### src/rtl/fetch_unit_if.sv
// fetch_unit_if: fetch-stage bundle shared by the fetch unit, instruction memory and decode.
// Ports: none.
// Signals:
//   mem_addr        - fetch address to instruction_memory
//   mem_instr       - registered memory read data for the previous address
//   stall           - decode cannot accept this cycle
//   redirect_valid  - external PC redirect request
//   redirect_target - new fetch PC for a redirect
//   if_valid        - if_instr/if_pc are valid
//   if_instr        - fetched instruction
//   if_pc           - address of if_instr
// Modports:
//   master - the fetch unit
//   slave  - memory/decode side
interface fetch_unit_if;
    logic [15:0] mem_addr;
    logic [15:0] mem_instr;
    logic        stall;
    logic        redirect_valid;
    logic [15:0] redirect_target;
    logic        if_valid;
    logic [15:0] if_instr;
    logic [15:0] if_pc;
    modport master (
        output mem_addr, if_valid, if_instr, if_pc,
        input  mem_instr, stall, redirect_valid, redirect_target
    );
    modport slave (
        input  mem_addr, if_valid, if_instr, if_pc,
        output mem_instr, stall, redirect_valid, redirect_target
    );
endinterface

### src/rtl/fetch_unit.sv
// fetch_unit: instruction fetch with one-cycle memory latency tracking, stall hold buffer, early JMP and redirect.
// Ports:
//   clk   - clock, rising edge
//   rst_n - asynchronous active-low reset
//   f     - fetch_unit_if.master (memory address/data, decode handshake, redirect)
module fetch_unit #(
    parameter logic [15:0] RESET_PC   = 16'h0000,
    parameter logic [15:0] PC_STEP    = 16'd2,
    parameter logic [3:0]  JMP_OPCODE = 4'b0110
) (
    input logic          clk,
    input logic          rst_n,
    fetch_unit_if.master f
);
    logic [15:0] fpc, inflight_pc, hold_instr, hold_pc, jmp_tgt;
    logic        inflight_v, hold_v, out_v, consumed, is_jmp;

    // The hold buffer, when occupied, shadows the memory output.
    assign out_v      = hold_v | inflight_v;
    assign f.mem_addr = fpc;
    assign f.if_valid = out_v & ~f.redirect_valid;
    assign f.if_instr = hold_v ? hold_instr : f.mem_instr;
    assign f.if_pc    = hold_v ? hold_pc : inflight_pc;
    assign consumed   = f.if_valid & ~f.stall;
    assign is_jmp     = f.if_instr[15:12] == JMP_OPCODE;
    assign jmp_tgt    = f.if_pc + {{4{f.if_instr[11]}}, f.if_instr[11:0]};

    always_ff @(posedge clk or negedge rst_n) begin
        if (!rst_n) begin
            fpc         <= RESET_PC;
            inflight_v  <= 1'b0;
            inflight_pc <= 16'h0000;
            hold_v      <= 1'b0;
            hold_instr  <= 16'h0000;
            hold_pc     <= 16'h0000;
        end else if (f.redirect_valid) begin
            fpc        <= f.redirect_target;
            inflight_v <= 1'b0;
            hold_v     <= 1'b0;
        end else if (consumed && is_jmp) begin
            fpc        <= jmp_tgt;
            inflight_v <= 1'b0;
            hold_v     <= 1'b0;
        end else if (!f.stall || !out_v) begin
            inflight_v  <= 1'b1;
            inflight_pc <= fpc;
            fpc         <= fpc + PC_STEP;
            hold_v      <= 1'b0;
        end else if (inflight_v) begin
            // Stalled with data arriving from memory: park it so it is not lost.
            hold_instr <= f.mem_instr;
            hold_pc    <= inflight_pc;
            hold_v     <= 1'b1;
            inflight_v <= 1'b0;
        end
    end
endmodule
### src/flat_wrapper.sv
// flat-port wrapper written by rule: the top's interface ports become plain ports
module fetch_unit_flat 
#(
    parameter logic [15:0] RESET_PC   = 16'h0000,
    parameter logic [15:0] PC_STEP    = 16'd2,
    parameter logic [3:0]  JMP_OPCODE = 4'b0110
)
  (clk, rst_n, f_mem_addr, f_if_valid, f_if_instr, f_if_pc, f_mem_instr, f_stall, f_redirect_valid, f_redirect_target);
  fetch_unit_if f_i ();
  input logic clk;
  input logic rst_n;
  output wire logic [$bits(f_i.mem_addr)-1:0] f_mem_addr;
  output wire logic [$bits(f_i.if_valid)-1:0] f_if_valid;
  output wire logic [$bits(f_i.if_instr)-1:0] f_if_instr;
  output wire logic [$bits(f_i.if_pc)-1:0] f_if_pc;
  input wire logic [$bits(f_i.mem_instr)-1:0] f_mem_instr;
  input wire logic [$bits(f_i.stall)-1:0] f_stall;
  input wire logic [$bits(f_i.redirect_valid)-1:0] f_redirect_valid;
  input wire logic [$bits(f_i.redirect_target)-1:0] f_redirect_target;
  assign f_mem_addr = f_i.mem_addr;
  assign f_if_valid = f_i.if_valid;
  assign f_if_instr = f_i.if_instr;
  assign f_if_pc = f_i.if_pc;
  assign f_i.mem_instr = f_mem_instr;
  assign f_i.stall = f_stall;
  assign f_i.redirect_valid = f_redirect_valid;
  assign f_i.redirect_target = f_redirect_target;
  fetch_unit #(.RESET_PC(RESET_PC), .PC_STEP(PC_STEP), .JMP_OPCODE(JMP_OPCODE)) u_core (.clk(clk), .rst_n(rst_n), .f(f_i));
endmodule
### config.mk
export PLATFORM = sky130hd
export DESIGN_NAME = fetch_unit_flat
export DESIGN_NICKNAME = d
export VERILOG_FILES = /design/src/rtl/fetch_unit_if.sv /design/src/rtl/fetch_unit.sv /design/src/flat_wrapper.sv
export SDC_FILE = /design/constraint.sdc
export NUM_CORES = 1
export LEC_CHECK = 0
export CORE_ASPECT_RATIO = 2
export CORE_MARGIN = 4
export CORE_UTILIZATION = 30
export DETAILED_ROUTE_END_ITERATION = 12
export PLACE_DENSITY = 0.6
export SYNTH_ARGS = -nofsm -noshare
export SYNTH_HDL_FRONTEND = slang
export SYNTH_SLANG_ARGS = --single-unit
### constraint.sdc
create_clock -name clk -period 3.61 [get_ports clk]
set_input_delay 0.5415 -clock clk [delete_from_list [all_inputs] [get_ports clk]]
set_output_delay 0.5415 -clock clk [all_outputs]
set_load 0.02 [all_outputs]
==> impl_results.md, run 1 <==
- Status: completed
- Violation count after the first detailed-route iteration: 188
- Fraction of the mapped netlist area in compound gates: 13.18%
- PortBufs: 84
- Detailed placer's ending HPWL: 8721 um
- Worst skew pair latency: 0.33 ns
- Slowest CP cell: o41ai_1
- GRT Overall Usage: 15.52%
- Critical path depth in cells: 12
- DIE WIDTH: roughly 90 um
- Reg2Reg Setup Slack: 0.71 ns
- Post-Syn Area: 4006 sq um
- Net Sw Frac: 33.61%
- Initial antenna violation count: 0
- Unique masters post-synth: 56
- Synth top area share: 41.22%
- Sequential Power Share: approximately 36%
- Syn. warnings: 0
- Die Ht: 171.4 um
- Cell taking the most area after synthesis: dfrtp_1
- DP Area: about 5000 sq um
- Int Pwr: 0.002043 W
- First-pass GRT wire length: 18,580 um
- Drt wl/cell: 18.70 um
- Worst-path fanout max: 16
- Peak VDD IR: 0.2468 mV
- Worst Setup EP: u_core.f.mem_addr[14]
- Largest buffer count on any clock path: 2
- Register area: 1652 sq um
- Final core utilization: 40.62%
- RR Startpoint: u_core.hold_v
- CTS resizes: 0
- Clk slew on worst S/H paths: 0.05 ns
- CP Launch Type: flip-flop
- EDFF count, synth: 0
- Worst Setup SP: u_core.hold_v
- Mean number of vias per cell: 5.290
- Top-count cell post-synth: mux2_2
- Register area share after synthesis: 41.22%
- Power per Cell Area: between 500 and 600 nW/um^2
- Setup ws final: 0.7090 ns
- Slew Viols, Final: 0
- Clk root buf: clkbuf_16
- Final setup violating endpoints: 0
- Pre-CTS setup slack: 0.5027 ns
- DRC: 0
- Final Hold Vio Count: 0
- Syn_nets: 425
- Worst path arrival time: 3.09 ns
- Crit path kind: reg -> reg
- CTS tree: yes
- Ant diodes: 0
- MaxCap Viol Count: 0
- Number of global-route vias before repair: 3,429
- Mapped Cells: 372
- Most Frequent Cell on Critical Path: buf_4
- CP top delay family: compound AO/OA/AOI/OAI gates
- H-tree depth: 3
- Total CTS buffers: 9
- Core area: 13,070 sq um
- Simple-Gate Fraction of Synth Area: between 10% and 20%
- Initial Util: 30.66%
- Synth area leaders: dfrtp_1 (41%), mux2_2 (21%), ha_1 (5.0%), a21oi_1 (3.2%), xor2_1 (2.8%)
- Final-stage net count: 513
- Post-synthesis area per instance: between 10 and 15 sq um
- Synth Area in Adders: 5.497%
- Post-synthesis mux area share: roughly 23%
- CTS sink cnt: 66
- RSZ-0062 raised after global routing: false
- Sum of buffers and inverters on the critical path: 3
- Final wirelength: 11,540 um
- Clk pwr share: a little over a quarter
- Multi-input gate area: 2241 sq um
- HP Class: in -> async
- DRT antenna net count: 0
- Largest net degree at the start of global routing: 46
- WP data required: 3.80 ns
- Synth Area in XOR/XNOR: 4.154%
- Commonest cells post-synth: mux2_2 (75), dfrtp_1 (66), a21oi_1 (26)
- Max Fclk: 344.7 MHz
- Fillers: between 1k and 1.5k
- Fraction of registers with async set/reset: 100.0%
- Net Sw Power: 0.001034 W
- Setup TNS: 0 ns
- CP cell instances: buf_4, mux2_2, ha_1, inv_1, fa_1, nor2b_1, o31ai_1, buf_4, a21oi_1, o41ai_1, xor2_1, o21ai_0
- #FFs+latches synth: 66
- Final worst-path cycle share: 80.36%
- Via count: 3,264
- Minimum clock period after layout: 2.901 ns
- Rel. slew slack: 58.70%
- I/O pins: between 80 and 90
- Slowest stage delay, CP: 0.45 ns
- Crit. End Element: flip-flop
- Final instance area: 5308 sq um
- Share of layout cells above drive strength 1: roughly 23%
- Postcts setup bufs: 0
- R2R depth: 12
- Leakage power total: 2.181 nW
- Area growth, synth to finish: 32.48%
- Routability cong.: 0.9209
- Hold_buf cts: 0
- Worst-margin pin slew: 0.6195 ns
- Total number of placement rows: 59
- Largest family of logic cells by synthesized area: multiplexers
- First-pass DRT Iterations: 4
- Post-synth top flop: dfrtp_1
- Clk_skew: around 0.0035 ns
- Die Area: 15,380 sq um
- Logic gate share of total power: 37.5%
- Worst R2R End: u_core.f.mem_addr[14]
- Grt total ovfl: 0
-- cell type report --
cell class                      instances  share of cell area [%]
Tap cell                              152                   3.583
Clock inverter                          2                  0.1886
Timing Repair Buffer                   94                   17.16
Inverter                                8                  0.5658
Sequential cell                        66                   31.12
Multi-Input combinational cell        281                   42.22
Clock buffer                           14                   5.163
-- metal layers --
layer | global-route usage [%] | part of all wire [%] | vias to the layer above
met3 | 2.626 | 3.3 | 24
met4 | 8.411 | 3.7 | 0
li1 | - | - | 1565
met5 | 0 | 0 | -
met2 | 28.81 | 55 | 88
met1 | 16.74 | 38 | 1587
-- registers in the layout, indices dropped and copies added, names as in the netlist --
name,count
u_core.hold_v,1
u_core.f.mem_addr,16
u_core.inflight_pc,16
u_core.hold_pc,16
u_core.hold_instr,16
u_core.inflight_v,1
-- power groups by stage --
stage	clock network [W]	logic (W)	registers, W
global route	0.000870	0.00126	0.00113
CTS	0.000841	0.00116	0.00110
finish	0.000827	0.00115	0.00110
global placement	0	0.00114	0.00109
detailed placement	0	0.00116	0.00111
floorplan	0	0.000753	0.00108
-- cells by family after synthesis --
group                      Yosys count
adders and majority gates           17
AOI/OAI and AO/OA                   82
buffers and inverters               25
DFF                                 66
muxes                               81
and+or+nand+nor                     82
xor gates and xnor gates            19
-- worst min-delay path by stage --
stage                               start                    end  slack (ns)  depth (start not counted)
floorplan                           rst_n   u_core.f.mem_addr[0]        0.25                          0
global placement    u_core.hold_instr[11]  u_core.hold_instr[11]        0.47                          1
detailed placement      u_core.hold_pc[4]      u_core.hold_pc[4]        0.48                          1
CTS                                 rst_n   u_core.hold_instr[4]        0.19                          1
global route                        rst_n   u_core.hold_instr[4]        0.22                          1
finish                              rst_n   u_core.hold_instr[4]        0.18                          1
-- through the flow --
stage	power, W	instances	hold WS (ns)
4_1_cts	0.003101	617	0.1902
6_report	0.003077	617	0.1776
2_1_floorplan	0.001837	372	0.2459
5_1_grt	0.003260	617	0.2242
3_5_place_dp	0.002265	601	0.4767
3_3_place_gp	0.002235	601	0.4685
-- placed cells by master, fill, tap and decap left out, drive strengths merged, types with 2 or more instances in the layout --
cell           synthesis  final
o31ai                  2      2
dfrtp                 66     66
o21ai                 19     19
nor2b                  3      3
xor2                  13     13
and4                   2      2
nand2                 24     24
clkbuf                 7     14
nand2b                 2      2
nand3                 14     14
o221ai                 4      4
nor3                   6      6
a21oi                 27     27
nor2                  13     13
or4                    2      2
ha                    16     16
nand4                  5      5
buf                   10     11
xnor2                  6      6
mux2i                  4      4
a21o                   4      4
or3                    3      3
o41ai                  2      2
nor4                   4      4
clkinv                 1      3
a22o                   2      2
a211oi                 3      3
inv                    7      7
o21a                   3      3
clkdlybuf4s50          0     83
mux2                  77     77
o22ai                  5      5
Note: power is estimated with default switching activity, not from simulation.
==> inputs of run 2 (changes only) <==
--- a/config.mk
+++ b/config.mk
@@ -9,7 +9,7 @@
 export CORE_MARGIN = 4
 export CORE_UTILIZATION = 30
 export DETAILED_ROUTE_END_ITERATION = 12
-export PLACE_DENSITY = 0.6
+export PLACE_DENSITY = 0.62
 export SYNTH_ARGS = -nofsm -noshare
 export SYNTH_HDL_FRONTEND = slang
 export SYNTH_SLANG_ARGS = --single-unit
==> constraint.sdc (replaced) <==
create_clock -name clk -period 2.36 [get_ports clk]
set_input_delay 0.354 -clock clk [delete_from_list [all_inputs] [get_ports clk]]
set_output_delay 0.354 -clock clk [all_outputs]
set_load 0.02 [all_outputs]
==> run 2 against run 1 <==
First-iteration DRC count rose by 6.9%. Utilization is 11 points higher. Global-route usage up 1.8 points. Critical path type unchanged. Hold slack better by 0.28 ns. The run now ends with negative setup slack left. Design area increased by 26%. Maximum frequency rose by 14%. Critical path depth is 2 lower. Clock skew grew 0.0046 ns. Critical endpoint is now u_core.f.mem_addr[13].
==> impl_results.md, run 2 (same netlist as run 1, synthesis figures left out) <==
- Die Ht: 171.4 um (unchanged)
- Worst-margin pin slew: 0.4122 ns (was 0.6195 ns)
- Mean number of vias per cell: 5.364 (was 5.290)
- Clk slew on worst S/H paths: 0.06 ns (was 0.05 ns)
- Leakage power total: 2.876 nW (was 2.181 nW)
- DRC: 0 (unchanged)
- Power, Total: 0.005668 W (was 0.003077 W)
- Number of global-route vias before repair: 4,096 (was 3,429)
- DRT antenna net count: 0 (unchanged)
- Final worst-path cycle share: 108.0% (was 80.36%)
- Fillers: 1,183 (was 1,263)
- Total number of placement rows: 59 (unchanged)
- Crit path kind: reg -> reg (unchanged)
- I/O pins: 85 (unchanged)
- Minimum clock period after layout: 2.548 ns (was 2.901 ns)
- Largest net degree at the start of global routing: 23 (was 46)
- RSZ-0062 raised after global routing: true (was false)
- Largest buffer count on any clock path: 2 (unchanged)
- CTS sink cnt: 66 (unchanged)
- Worst path arrival time: 2.75 ns (was 3.09 ns)
- Setup ws final: -0.1881 ns (was 0.7090 ns)
- Share of layout cells above drive strength 1: 46.94% (was 23.01%)
- Final Hold Vio Count: 0 (unchanged)
- Initial antenna violation count: 0 (unchanged)
- Detailed placer's ending HPWL: 9757 um (was 8721 um)
- Final wirelength: 13,500 um (was 11,540 um)
- Peak VDD IR: 0.4017 mV (was 0.2468 mV)
- DIE WIDTH: 89.72 um (unchanged)
- Drt wl/cell: 19.07 um (was 18.70 um)
- PortBufs: 84 (unchanged)
- Reg2Reg Setup Slack: -0.19 ns (was 0.71 ns)
- Slew Viols, Final: 0 (unchanged)
- Grt total ovfl: 0 (unchanged)
- CP Launch Type: flip-flop (unchanged)
- Setup TNS: -1.391 ns (was 0 ns)
- Initial Util: 30.66% (unchanged)
- Pre-CTS setup slack: -0.4122 ns (was 0.5027 ns)
- Core area: 13,070 sq um (unchanged)
- Max Fclk: 392.4 MHz (was 344.7 MHz)
- Final-stage net count: 604 (was 513)
- Status: finished with violations (was completed)
- CTS tree: yes (unchanged)
- Rel. slew slack: 72.49% (was 58.70%)
- MaxCap Viol Count: 0 (unchanged)
- Power per Cell Area: 845.2 nW/um^2 (was 579.7 nW/um^2)
- Die Area: 15,380 sq um (unchanged)
- Most common cell after layout, fill and taps aside: buf_4 (was clkdlybuf4s50_1)
- Final setup violating endpoints: 14 (was 0)
- Worst skew pair latency: 0.34 ns (was 0.33 ns)
- WP data required: 2.56 ns (was 3.80 ns)
- Clk root buf: clkbuf_16 (unchanged)
- First-pass DRT Iterations: 4 (unchanged)
- Via count: 3,798 (was 3,264)
- Violation count after the first detailed-route iteration: 201 (was 188)
- Clk_skew: 0.008033 ns (was 0.003455 ns)
- HP Class: in -> async (unchanged)
- Worst-path fanout max: 8 (was 16)
- GRT Overall Usage: 17.36% (was 15.52%)
- Crit. End Element: flip-flop (unchanged)
- Commonest non-fill, non-tap cells in the layout: buf_4 (81), dfrtp_1 (65), mux2_2 (55), clkdlybuf4s50_1 (55), dlygate4sd2_1 (22) (was clkdlybuf4s50_1 (83), mux2_2 (75), dfrtp_1 (66))
- H-tree depth: 3 (unchanged)
- Total CTS buffers: 9 (unchanged)
- Routability cong.: 0.9016 (was 0.9209)
- Ant diodes: 0 (unchanged)
- Area growth, synth to finish: 67.40% (was 32.48%)
- First-pass GRT wire length: 21,090 um (was 18,580 um)
- Failing checks: negative setup slack
==> run 2: final timing paths <==
| path | cells after the start | from | to |
|---|---|---|---|
| worst max-delay path | 10 | u_core.hold_v | u_core.f.mem_addr[13] |
| worst min-delay path | 2 | rst_n | u_core.hold_instr[1] |
| worst max register to register | 10 | u_core.hold_v | u_core.f.mem_addr[13] |
| worst min register to register | 1 | u_core.hold_instr[11] | u_core.hold_instr[11] |
| max in group asynchronous | 3 | rst_n | u_core.hold_pc[15] |
| min in group clk | 1 | u_core.hold_instr[11] | u_core.hold_instr[11] |
==> run 2: per-stage QoR <==
| stage | area, sq um | instances | util, % | hold slack [ns] |
|---|---|---|---|---|
| 5_1_grt | 6706 | 708 | 51.33 | 0.5066 |
| 4_1_cts | 6429 | 699 | 49.20 | 0.4708 |
| 3_5_place_dp | 5807 | 667 | 44.44 | 0.2835 |
| 3_3_place_gp | 5807 | 667 | 44.44 | 0.2784 |
| 6_report | 6706 | 708 | 51.33 | 0.4601 |
| 2_1_floorplan | 4300 | 372 | - | 0.05841 |
==> run 2: cell type report <==
| type | count | area [sq um] | share of cell area [%] |
|---|---|---|---|
| clock buffers | 14 | 264.0 | 3.937 |
| repair buffers | 185 | 1699 | 25.34 |
| flip-flops and latches | 66 | 1653 | 24.65 |
| well taps | 152 | 190.2 | 2.836 |
| inverters | 8 | 30.03 | 0.4478 |
| multi-input cells | 281 | 2835 | 42.28 |
| clock inverters | 2 | 35.03 | 0.5224 |
==> run 2: repair_timing <==
action,in CTS,in global routing
buffers inserted,13,9
pin swaps,16,33
setup endpoints to repair,82,30
hold buffers,1,0
endpoints found under the hold margin,12,0
cloned,2,1
gates resized for setup,72,56
==> run 2: power breakdown <==
group | leakage, nW | internal [W] | total [W] | switching [W]
logic | 1.94 | 0.00141 | 0.00262 | 0.00121
clock network | 0.147 | 0.000875 | 0.00136 | 0.000486
registers | 0.788 | 0.00145 | 0.00169 | 0.000239
total | 2.88 | 0.00374 | 0.00567 | 0.00193
==> run 2: routing by layer <==
metal,wire length [um],GRT usage (%)
met5,0,0
met4,551,9.012
met3,436,3.195
met2,7602,33.79
met1,4914,17.42
==> run 2: worst max-delay path, stage by stage (launching register included) <==
cell      delay [ns]
dfrtp_2         0.50
buf_12          0.19
buf_4           0.14
mux2_4          0.31
ha_4            0.18
a21oi_4         0.14
o22ai_2         0.11
or3_4           0.41
o21ai_2         0.15
xor2_1          0.20
o211ai_1        0.10
